`src/rtl/safe_pkg.sv`:
```
// Shared definitions for the combination safe: lock FSM encoding and default dial/code constants.
package safe_pkg;

   localparam int DEF_DIAL_SIZE   = 10;
   localparam int DEF_POS_W       = 4;
   localparam int DEF_CODE0       = 3;
   localparam int DEF_CODE1       = 7;
   localparam int DEF_CODE2       = 1;
   localparam int DEF_MAX_FAIL    = 3;
   localparam int DEF_LOCKOUT_CYC = 16;

   typedef enum logic [2:0] {
      ST_L0    = 3'd0,
      ST_L1    = 3'd1,
      ST_L2    = 3'd2,
      ST_OPEN  = 3'd3,
      ST_ALARM = 3'd4
   } lock_state_t;

   // Number of combination digits already accepted; OPEN and ALARM report 0.
   function automatic logic [1:0] stage_of(input lock_state_t s);
      case (s)
         ST_L1:   stage_of = 2'd1;
         ST_L2:   stage_of = 2'd2;
         default: stage_of = 2'd0;
      endcase
   endfunction

endpackage

```
`src/rtl/dial_counter.sv`:
```
// Modulo-DIAL_SIZE up/down dial position register; freeze holds the position regardless of steps.
module dial_counter
   import safe_pkg::*;
#(
   parameter int DIAL_SIZE = DEF_DIAL_SIZE,
   parameter int POS_W     = DEF_POS_W
) (
   input  logic             clk,
   input  logic             rst,
   input  logic             step,
   input  logic             up,
   input  logic             freeze,
   output logic [POS_W-1:0] pos
);

   localparam logic [POS_W-1:0] POS_MAX = POS_W'(DIAL_SIZE - 1);

   logic [POS_W-1:0] pos_next;

   // Wrap on DIAL_SIZE, not on the natural width of the register.
   always_comb begin
      pos_next = pos;
      if (step && !freeze) begin
         if (up) begin
            pos_next = (pos == POS_MAX) ? '0 : pos + POS_W'(1);
         end else begin
            pos_next = (pos == '0) ? POS_MAX : pos - POS_W'(1);
         end
      end
   end

   always_ff @(posedge clk or posedge rst) begin
      if (rst) begin
         pos <= '0;
      end else begin
         pos <= pos_next;
      end
   end

endmodule

```
`src/rtl/safe_lock.sv`:
```
// Combination safe controller: dial position, 3-number combination FSM, handle edge detect,
// failed-attempt counting and timed alarm lockout. All outputs are registered.
module safe_lock
   import safe_pkg::*;
#(
   parameter int DIAL_SIZE   = DEF_DIAL_SIZE,
   parameter int POS_W       = DEF_POS_W,
   parameter int CODE0       = DEF_CODE0,
   parameter int CODE1       = DEF_CODE1,
   parameter int CODE2       = DEF_CODE2,
   parameter int MAX_FAIL    = DEF_MAX_FAIL,
   parameter int LOCKOUT_CYC = DEF_LOCKOUT_CYC
) (
   input  logic             clk,
   input  logic             rst,
   input  logic             cnten,
   input  logic             up,
   input  logic             dirch,
   input  logic             handle,
   input  logic             close,
   output logic [POS_W-1:0] pos,
   output logic [1:0]       stage,
   output logic             opened,
   output logic             err,
   output logic             alarm
);

   localparam int FAIL_W = $clog2(MAX_FAIL + 1);
   localparam int LOCK_W = $clog2(LOCKOUT_CYC + 1);

   localparam logic [POS_W-1:0]  C0        = POS_W'(CODE0);
   localparam logic [POS_W-1:0]  C1        = POS_W'(CODE1);
   localparam logic [POS_W-1:0]  C2        = POS_W'(CODE2);
   localparam logic [FAIL_W-1:0] LAST_FAIL = FAIL_W'(MAX_FAIL - 1);
   localparam logic [LOCK_W-1:0] LOCK_LOAD = LOCK_W'(LOCKOUT_CYC);

   lock_state_t       state;
   lock_state_t       next_state;
   logic              handle_q;
   logic              step;
   logic              hedge;
   logic              fail_evt;
   logic [FAIL_W-1:0] fail_cnt;
   logic [LOCK_W-1:0] lock_cnt;
   logic [1:0]        stage_d;
   logic              opened_d;
   logic              alarm_d;
   logic              err_d;

   assign step  = ~cnten;
   assign hedge = handle & ~handle_q;

   dial_counter #(
      .DIAL_SIZE (DIAL_SIZE),
      .POS_W     (POS_W)
   ) u_dial (
      .clk    (clk),
      .rst    (rst),
      .step   (step),
      .up     (up),
      .freeze (state == ST_ALARM),
      .pos    (pos)
   );

   // State register plus registered copies of every output and the bookkeeping counters.
   always_ff @(posedge clk or posedge rst) begin
      if (rst) begin
         state    <= ST_L0;
         handle_q <= 1'b0;
         fail_cnt <= '0;
         lock_cnt <= '0;
         stage    <= 2'd0;
         opened   <= 1'b0;
         err      <= 1'b0;
         alarm    <= 1'b0;
      end else begin
         state    <= next_state;
         handle_q <= handle;
         stage    <= stage_d;
         opened   <= opened_d;
         err      <= err_d;
         alarm    <= alarm_d;

         if (fail_evt) begin
            fail_cnt <= fail_cnt + FAIL_W'(1);
         end else if (next_state == ST_OPEN ||
                      (state == ST_OPEN  && next_state == ST_L0) ||
                      (state == ST_ALARM && next_state == ST_L0)) begin
            fail_cnt <= '0;
         end

         if (fail_evt && next_state == ST_ALARM) begin
            lock_cnt <= LOCK_LOAD;
         end else if (state == ST_ALARM && lock_cnt != '0) begin
            lock_cnt <= lock_cnt - LOCK_W'(1);
         end
      end
   end

   // A step in the same cycle as a handle edge takes priority; the edge is dropped.
   always_comb begin
      next_state = state;
      fail_evt   = 1'b0;
      case (state)
         ST_L0: begin
            if (step) begin
               if (dirch) begin
                  if (!up && pos == C0) next_state = ST_L1;
                  else                  fail_evt   = 1'b1;
               end
            end else if (hedge) begin
               fail_evt = 1'b1;
            end
         end
         ST_L1: begin
            if (step) begin
               if (dirch) begin
                  if (up && pos == C1) next_state = ST_L2;
                  else                 fail_evt   = 1'b1;
               end
            end else if (hedge) begin
               fail_evt = 1'b1;
            end
         end
         ST_L2: begin
            if (step) begin
               if (dirch) fail_evt = 1'b1;
            end else if (hedge) begin
               if (pos == C2) next_state = ST_OPEN;
               else           fail_evt   = 1'b1;
            end
         end
         ST_OPEN: begin
            if (close) next_state = ST_L0;
         end
         ST_ALARM: begin
            if (lock_cnt <= LOCK_W'(1)) next_state = ST_L0;
         end
         default: next_state = ST_L0;
      endcase
      if (fail_evt) begin
         next_state = (fail_cnt == LAST_FAIL) ? ST_ALARM : ST_L0;
      end
   end

   always_comb begin
      stage_d  = stage_of(next_state);
      opened_d = (next_state == ST_OPEN);
      alarm_d  = (next_state == ST_ALARM);
      err_d    = fail_evt;
   end

endmodule

```
`config.mk`:
```
export PLATFORM = sky130hd
export DESIGN_NAME = safe_lock
export DESIGN_NICKNAME = d
export VERILOG_FILES = /design/src/rtl/safe_pkg.sv /design/src/rtl/dial_counter.sv /design/src/rtl/safe_lock.sv
export SDC_FILE = /design/constraint.sdc
export NUM_CORES = 1
export LEC_CHECK = 0
export BUFFER_PORTS_ARGS = -buffer_cell sky130_fd_sc_hd__buf_2
export CORE_AREA = 2 2 51 53
export DETAILED_ROUTE_END_ITERATION = 7
export DIE_AREA = 0 0 53 55
export MAX_ROUTING_LAYER = met4
export PLACE_DENSITY_LB_ADDON = 0.12
export SLEW_MARGIN = 20
export SYNTH_ARGS = -nofsm -noshare
export SYNTH_HDL_FRONTEND = slang
export SYNTH_HIERARCHICAL = 1
export SYNTH_SLANG_ARGS = --single-unit
```
`constraint.sdc`:
```
create_clock -name clk -period 4.28 [get_ports clk]
set_clock_uncertainty 0.1 [all_clocks]
set_input_delay 0.428 -clock clk [delete_from_list [all_inputs] [get_ports clk]]
set_output_delay 0.428 -clock clk [all_outputs]
set_load 0.1 [all_outputs]
```
==> out/metrics.csv, run 1 <==
metric;value;unit
status;complete, no violations;
cts_root_buf;clkbuf_4;
p_per_area;784;mW/mm^2
place_inst;153;
reg2regPathDepth;5;
rsz0062_at_grt;false;
layout_commonest_cell;dfrtp_1;
design_area;0.00132;sq mm
ys_seq_area_share;42.7;%
fmax;0.493;GHz
reg2reg_slack;2.25;ns
pre_cts_slack;2.26;ns
ir_drop;510;uV
tightest_slew;0.619;ns
crit_path_start;u_dial/pos[0];
path_max_fanout;14;
avgSynthCellArea;10.5;sq um
grt_overflow_total;0;
finalCritPeriodShare;47.4;%
grt_max_degree;17;
power;1.03;mW
endpoint_kind;flip-flop;
yosys_register_bits;20;
critical_path.slowest_cell;o31ai_4;
critPathCapture;stage[1];
io_buffer_count;15;
die_area;0.00292;sq mm
die_w;53;um
antenna_found_initial;0;
slew_headroom;58.7;%
hold_viol_final;0;
tns;0;ns
synth_warnings;6;
timing.final.crit_period;2.03;ns
syn_nets;123;
drt.antenna.violating_nets;0;
r2r-start;u_dial/pos[0];
worstHoldStart;handle;
worst_slack;2.25;ns
fin_nets;140;
core_region_area;0.00236;sq mm
clk_latency;0.30;ns
crit_chain;and3b_1 > nand3_1 > a21oi_1 > o31ai_4 > and3b_1;
cts_htree_levels;1;
cp.required;4.38;ns
io_pins;16;
clock_sinks;20;
ctsResizeCount;0;
critical_path_class;flip-flop to flip-flop;
post_cts_buffers;0;
die_y;55;um
first_pass_iters;4;
gp_congestion;0.978;
dp_hpwl;1.66;mm
path_clk_slew;0.11;ns
wirelength;2.26;mm
placed_cell_area;0.00125;sq mm
syn_area;0.00117;sq mm
slowest_delay;0.57;ns
start_util;49.5;%
syn2layout_area_growth;12.3;%
drive_above_1_share;24.2;%
p_leak;0.618;nW
hold_path_class;input port to flip-flop;
maxSlewViolCount;0;
drc;0;
path_common_cell;and3b_1;
cts_max_path_buffers;2;
ctsHoldBuffers;1;
setup_viol;0;
cts_tree;built;
vias;885;
synth_area_leader_cell;dfrtp_1;
rows;18;
avgRoutedWirePerCell;14.3;um
worstSetupStartpointType;flip-flop;
drt_iter0_markers;45;
final_cell_mix;dfrtp_1 (20), buf_2 (15), nor2_1 (9), inv_1 (8), nand2_1 (6);
drv_cap;0;
final_cells;158;
synth_cell_types;45;
antenna_cells;0;
yosys.area.top_type_share;42.7;%
grt_pass1_wl;3.63;mm
cp.arrival;2.12;ns
synth_area_leaders;dfrtp_1 (43%), ha_1 (4.3%), nor2_1 (2.9%), mux2i_1 (2.6%), inv_1 (2.6%);
syn_inst;112;
grt_pass1_vias;789;
grt_usage;17.7;%
cts_made_buffers;3;
vias_per_cell;5.60;
r2r_end;stage[1];
[worst max-delay path, delay by kind of cell, from the launching register on]
family             cells  cell delay (ns)
DFF                    1             0.51
and+or+nand+nor        3             0.66
AOI/OAI and AO/OA      2             0.67
[metrics by stage]
stage,utilization (%),hold slack [ns]
5_1_grt,55.6,0.132
6_report,55.6,0.147
3_3_place_gp,53.0,0.233
2_1_floorplan,-,0.0941
4_1_cts,55.6,0.136
3_5_place_dp,53.0,0.230
[report_power, final]
part	internal (mW)	switching (mW)
combinational	0.167	0.368
sequential	0.255	0.0882
clock	0.0945	0.0585
[cell families (layout without fill, tap and decap cells)]
family / count (synthesis) / in the layout / synth area share [%]
XOR/XNOR: 6 / 6 / 4.49
flip-flops: 20 / 20 / 42.7
adder cells (fa/ha/maj): 4 / 4 / 4.27
AND/OR/NAND/NOR: 35 / 35 / 17.7
multiplexers: 3 / 3 / 2.56
AO/OA/AOI/OAI: 30 / 30 / 22.3
buffers and inverters: 14 / 30 / 5.88
[area by class of cell]
| cell class | instances | area, sq um |
|---|---|---|
| Sequential cell | 20 | 500 |
| Clock buffer | 3 | 22.5 |
| Fill cell | 243 | 1050 |
| Tap cell | 30 | 37.5 |
| Multi-Input combinational cell | 78 | 602 |
| Clock inverter | 1 | 30.0 |
| Timing Repair Buffer | 16 | 85.1 |
| Inverter | 10 | 37.5 |
[synth_stat cells, drive strengths merged]
cell / number
o21bai: 1
xnor2: 3
a211o: 1
a2111oi: 3
a22o: 3
and3b: 3
a32oi: 1
o211ai: 1
a311oi: 1
xor2: 3
mux2i: 3
clkbuf: 2
o41ai: 1
a21oi: 7
a221o: 1
nor4b: 1
nand3b: 1
nor3: 4
a21o: 1
o21ai: 4
o31ai: 2
inv: 10
buf: 2
o22a: 1
nand2b: 3
a221oi: 1
ha: 4
or3b: 1
nor2b: 2
nand2: 6
a21boi: 1
nand3: 3
nor2: 9
dfrtp: 20
nor4: 1
and3: 1
[flip-flops by register name (all words and copies together) (netlist names)]
register    cells
stage           2
fail_cnt        2
u_dial/pos      4
lock_cnt        5
err             1
handle_q        1
state           3
opened          1
alarm           1
[worst min path at each step]
stage | slack [ns] | endpoint | cells past startpoint
final | 0.15 | handle_q | 1
after global routing | 0.13 | handle_q | 1
after global placement | 0.23 | u_dial/pos[2] | 2
after floorplan | 0.09 | u_dial/pos[0] | 1
after detailed placement | 0.23 | u_dial/pos[2] | 2
after CTS | 0.14 | handle_q | 1
[routing by layer]
metal / wire (um) / GRT usage, % / part of all wire (%)
met5: 0 / - / 0
met4: 29 / 7.69 / 1.3
met3: 110 / 2.69 / 4.9
met2: 1010 / 25.4 / 45
met1: 1110 / 24.9 / 49
No activity file was read; power rests on OpenSTA's default activity.
==> run 2, diff against run 1 <==
CORE_AREA = 2 2 52 54   (was 2 2 51 53)
DIE_AREA = 0 0 54 56   (was 0 0 53 55)
clock period = 1.8 ns   (was 4.28 ns; I/O delays follow)
==> out/metrics.csv, run 2 (synthesis results as in run 1) <==
metric;value;unit;change
status;finished, violations left;;
violations;setup timing;;
io_pins;16;;unchanged
path_common_cell;a2111oi_4;;
antenna_cells;0;;unchanged
avgRoutedWirePerCell;14.4;um;+1.1%
reg2reg_slack;-0.07;ns;-2.32 ns
cts_made_buffers;3;;unchanged
worstSetupStartpointType;flip-flop;;
die_w;54;um;+1.9%
die_area;0.00302;sq mm;+3.7%
p_leak;0.734;nW;+19%
slowest_delay;0.51;ns;-0.06 ns
drt.antenna.violating_nets;0;;unchanged
drc;0;;unchanged
tightest_slew;0.634;ns;+0.0155 ns
io_buffer_count;15;;unchanged
setup_viol;8;;+8
final_cell_mix;dfrtp_1 (16), buf_2 (16), buf_4 (15), nor2_1 (8), inv_1 (8);;
grt_max_degree;17;;unchanged
core_region_area;0.00243;sq mm;+2.9%
finalCritPeriodShare;104;%;+57 points
drv_cap;0;;unchanged
cts_htree_levels;1;;unchanged
first_pass_iters;4;;unchanged
timing.final.crit_period;1.87;ns;-0.155 ns
gp_congestion;0.832;;-15%
ir_drop;1180;uV;+130%
largest-register;lock_cnt;;
hold_path_class;input port to flip-flop;;
tns;-0.412;ns;-0.412 ns
cts_tree;built;;
vias_per_cell;5.38;;-4.0%
grt_pass1_vias;924;;+17%
grt_overflow_total;0;;unchanged
drive_above_1_share;44.6;%;+20 points
cp_num_buf_inv;1;;+1
seq_area;515;sq um;+3.0%
fin_nets;160;;+14%
cts_max_path_buffers;2;;unchanged
worst_slack;-0.0714;ns;-2.32 ns
largest_reg_flops;5;;unchanged
cts_root_buf;clkbuf_4;;
dp_hpwl;1.84;mm;+11%
antenna_found_initial;0;;unchanged
clock_sinks;20;;unchanged
rows;18;;unchanged
vias;957;;+8.1%
start_util;48.1;%;-1.4 points
drt_iter0_markers;12;;-73%
syn2layout_area_growth;35.0;%;
path_clk_slew;0.13;ns;+0.02 ns
grt_usage;18.2;%;+0.54 points
pre_cts_slack;-0.128;ns;-2.38 ns
critical_path.slowest_cell;dfrtp_4;;
fillers;200;;-18%
cp.arrival;2.00;ns;-0.12 ns
hold_viol_final;0;;unchanged
crit_family;compound AO/OA/AOI/OAI gates;;
multiInputGateArea;692;sq um;+15%
rsz0062_at_grt;true;;
cp.required;1.93;ns;-2.45 ns
crit_chain;and3b_2 > a2111oi_4 > o211ai_2 > o31ai_4 > buf_2 > a2111oi_4;;
grt_pass1_wl;3.97;mm;+9.5%
critical_path_class;flip-flop to flip-flop;;
die_y;56;um;+1.8%
path_max_fanout;4;;-10
top_regs;lock_cnt (5), u_dial/pos (4), state (3);;
clk_latency;0.32;ns;+0.02 ns
p_per_area;1780;mW/mm^2;+130%
maxSlewViolCount;0;;unchanged
endpoint_kind;flip-flop;;
slew_headroom;57.7;%;-1.0 points
wirelength;2.57;mm;+14%
fmax;0.534;GHz;+8.3%
## run 2: area by class of cell
| class | instances | area share, % |
|---|---|---|
| multi-input cells | 78 | 43.7 |
| well taps | 30 | 2.37 |
| repair buffers | 36 | 15.6 |
| flip-flops and latches | 20 | 32.6 |
| clock inverters | 1 | 1.90 |
| clock buffers | 3 | 1.42 |
| inverters | 10 | 2.37 |
## run 2: worst paths after layout
| kind | from | endpoint | cells after the start |
|---|---|---|---|
| min | close | opened | 4 |
| min reg2reg | fail_cnt[0] | fail_cnt[0] | 1 |
| max | u_dial/pos[3] | stage[0] | 6 |
| max reg2reg | u_dial/pos[3] | stage[0] | 6 |
| min in group asynchronous | rst | u_dial/pos[2] | 3 |
| max in group asynchronous | rst | lock_cnt[0] | 3 |
## run 2: repair_timing
action,in CTS,in global routing
setup buffers,3,1
gates cloned,0,1
hold endpoints to repair,21,0
gates resized for setup,6,10
endpoints found under the setup margin,13,15
hold buffers,2,0
pin swaps,2,10
## run 2: routing by layer
metal / GRT usage (%) / vias up / wire length (um)
li1: - / 473 / -
met4: 7.50 / 0 / 38
met5: - / - / 0
met2: 28.7 / 17 / 1290
met3: 4.03 / 5 / 80
met1: 22.1 / 462 / 1170
## run 2: worst register-to-register path, stage by stage (launching register included)
cell and delay (ns):
dfrtp_4 0.51, and3b_2 0.30, a2111oi_4 0.09, o211ai_2 0.21, o31ai_4 0.11, buf_2 0.17, a2111oi_4 0.31
## run 2: power by group
group          switching (mW)  internal [mW]
registers               0.139          0.635
clock network           0.147          0.225
logic                    1.07          0.608
## run 2: per-stage QoR
| stage | instance area, sq um | hold slack [ns] | instances | total power, mW | util [%] |
|---|---|---|---|---|---|
| after detailed placement | 1390 | -0.0235 | 167 | 2.28 | 57.2 |
| after global placement | 1390 | -0.0286 | 167 | 2.24 | 57.2 |
| after CTS | 1520 | 0.144 | 176 | 2.76 | 62.4 |
| after global routing | 1580 | 0.148 | 178 | 3.01 | 65.0 |
| after floorplan | 1200 | -0.154 | 112 | 1.94 | - |
| final | 1580 | 0.154 | 178 | 2.82 | 65.0 |
==> run 3, diff against run 2 <==
REMOVE_ABC_BUFFERS = 1   (was not set)
==> out/metrics.csv, run 3 (synthesis results as in run 1) <==
metric;value;unit;change
status;finished, violations left;;
violations;setup timing;;
drive_above_1_share;39.3;%;-5.3 points
grt_pass1_wl;4.06;mm;+2.1%
final_cell_mix;dfrtp_1 (19), buf_2 (15), buf_4 (15), nor2_1 (8), inv_1 (8);;
fin_nets;157;;-1.9%
setup_viol;4;;-4
largest_reg_flops;5;;unchanged
avgRoutedWirePerCell;15.5;um;+7.2%
rsz0062_at_grt;true;;
cts_htree_levels;1;;unchanged
core_region_area;0.00243;sq mm;unchanged
path_max_fanout;6;;+2
critical_path.slowest_cell;dfrtp_1;;
tightest_slew;0.606;ns;-0.0283 ns
antenna_found_initial;0;;unchanged
worstSetupStartpointType;flip-flop;;
vias;992;;+3.7%
p_per_area;1810;mW/mm^2;+1.6%
slew_headroom;59.6;%;+1.9 points
top_regs;lock_cnt (5), u_dial/pos (4), state (3);;
p_clk_share;13.2;%;about the same
cts_tree;built;;
drv_cap;0;;unchanged
p_comb_share;59.6;%;+0.3 points
dp_hpwl;1.87;mm;+1.7%
hold_viol_final;0;;unchanged
cts_root_buf;clkbuf_4;;
io_pins;16;;unchanged
cts_max_path_buffers;2;;unchanged
place_inst;166;;-0.60%
power_frac_seq;27.2;%;-0.2 points
cp.arrival;1.94;ns;-0.06 ns
finalCritPeriodShare;102;%;-2.0 points
hold_path_class;input port to flip-flop;;
slowest_delay;0.47;ns;-0.04 ns
wirelength;2.71;mm;+5.4%
gp_congestion;0.795;;-4.4%
p_leak;0.716;nW;-2.4%
fillers;194;;-3.0%
maxSlewViolCount;0;;unchanged
cp_num_buf_inv;1;;unchanged
die_w;54;um;unchanged
critical_path_class;flip-flop to flip-flop;;
drt_iter0_markers;36;;+24
die_y;56;um;unchanged
ir_drop;1620;uV;+37%
start_util;48.1;%;unchanged
cts_made_buffers;3;;unchanged
timing.final.crit_period;1.84;ns;-0.0357 ns
crit_chain;buf_4 > nor4_1 > a311oi_2 > a2111oi_2;;
worst_slack;-0.0357;ns;+0.0357 ns
grt_max_degree;17;;unchanged
cp.required;1.91;ns;-0.02 ns
fmax;0.545;GHz;+1.9%
drt.antenna.violating_nets;0;;unchanged
rows;18;;unchanged
path_clk_slew;0.12;ns;about the same
clk_latency;0.30;ns;-0.02 ns
power_switching;1.35;mW;-0.13%
drc;0;;unchanged
grt_overflow_total;0;;unchanged
vias_per_cell;5.67;;+5.4%
largest-register;lock_cnt;;
syn2layout_area_growth;30.6;%;
first_pass_iters;4;;unchanged
antenna_cells;0;;unchanged
tns;-0.0852;ns;+0.327 ns
grt_pass1_vias;947;;+2.5%
swShare;48.7;%;+0.82 points
io_buffer_count;15;;unchanged
grt_usage;18.5;%;+0.27 points
endpoint_kind;flip-flop;;
die_area;0.00302;sq mm;unchanged
layout_commonest_cell;dfrtp_1;;
crit_family;compound AO/OA/AOI/OAI gates;;
p_int;1.42;mW;-3.4%
final_cells;175;;-1.7%
clock_sinks;20;;unchanged
## run 3: tightest hold or removal path, delay by kind of cell
kind	cells	cell delay, ns
and+or+nand+nor	1	0.11
AOI/OAI and AO/OA	1	0.07
buffers and inverters	1	0.09
## run 3: timing repair
item                                   in CTS  in global routing
setup endpoints to repair                  10                 12
pin swaps                                   1                  6
endpoints found under the hold margin      21                  0
cloned                                      1                  0
hold buffers                                2                  0
setup buffers                               0                  2
gates resized for setup                     4                 10
## run 3: metrics by stage
step	hold WS [ns]	setup WS, ns	util [%]	cell area [sq um]	power, mW
detailed placement	-0.0214	-0.0626	55.5	1350	2.26
global placement	-0.0268	-0.0364	55.5	1350	2.21
finish	0.0682	-0.0357	62.9	1530	2.77
global route	0.0632	-0.147	62.9	1530	2.94
CTS	0.0504	-0.00248	59.8	1450	2.67
floorplan	-0.154	-0.710	-	1140	1.86
## run 3: cell type report
| type | count | area [sq um] | area share (%) |
|---|---|---|---|
| Sequential cell | 20 | 502 | 32.8 |
| Inverter | 10 | 37.5 | 2.45 |
| Timing Repair Buffer | 32 | 208 | 13.6 |
| Multi-Input combinational cell | 79 | 692 | 45.3 |
| Clock buffer | 3 | 22.5 | 1.47 |
| Tap cell | 30 | 37.5 | 2.45 |
| Clock inverter | 1 | 30.0 | 1.96 |
## run 3: path summary, 6_finish.rpt
| kind | startpoint | endpoint | slack, ns | depth (start not counted) |
|---|---|---|---|---|
| worst max-delay path | state[0] | stage[0] | -0.04 | 4 |
| worst min-delay path | close | opened | 0.07 | 3 |
| worst max register to register | state[0] | stage[0] | -0.04 | 4 |
| worst min register to register | fail_cnt[0] | fail_cnt[0] | 0.41 | 1 |
| max in group asynchronous | rst | lock_cnt[3] | 0.81 | 3 |
| min in group asynchronous | rst | u_dial/pos[1] | 0.20 | 3 |
## run 3: per-layer routing
metal | global-route usage (%) | vias to the layer above | wire length, um
li1 | - | 472 | -
met1 | 21.8 | 490 | 1130
met2 | 30.5 | 28 | 1460
met3 | 3.49 | 2 | 112
met4 | 7.14 | 0 | 10
met5 | - | - | 0
## run 3: power groups by stage
stage / registers [mW] / clock network, mW / logic (mW)
after floorplan: 1.22 / 0 / 0.641
after global placement: 0.736 / 0 / 1.47
after detailed placement: 0.744 / 0 / 1.51
after CTS: 0.747 / 0.373 / 1.55
after global routing: 0.771 / 0.396 / 1.77
final: 0.753 / 0.364 / 1.65
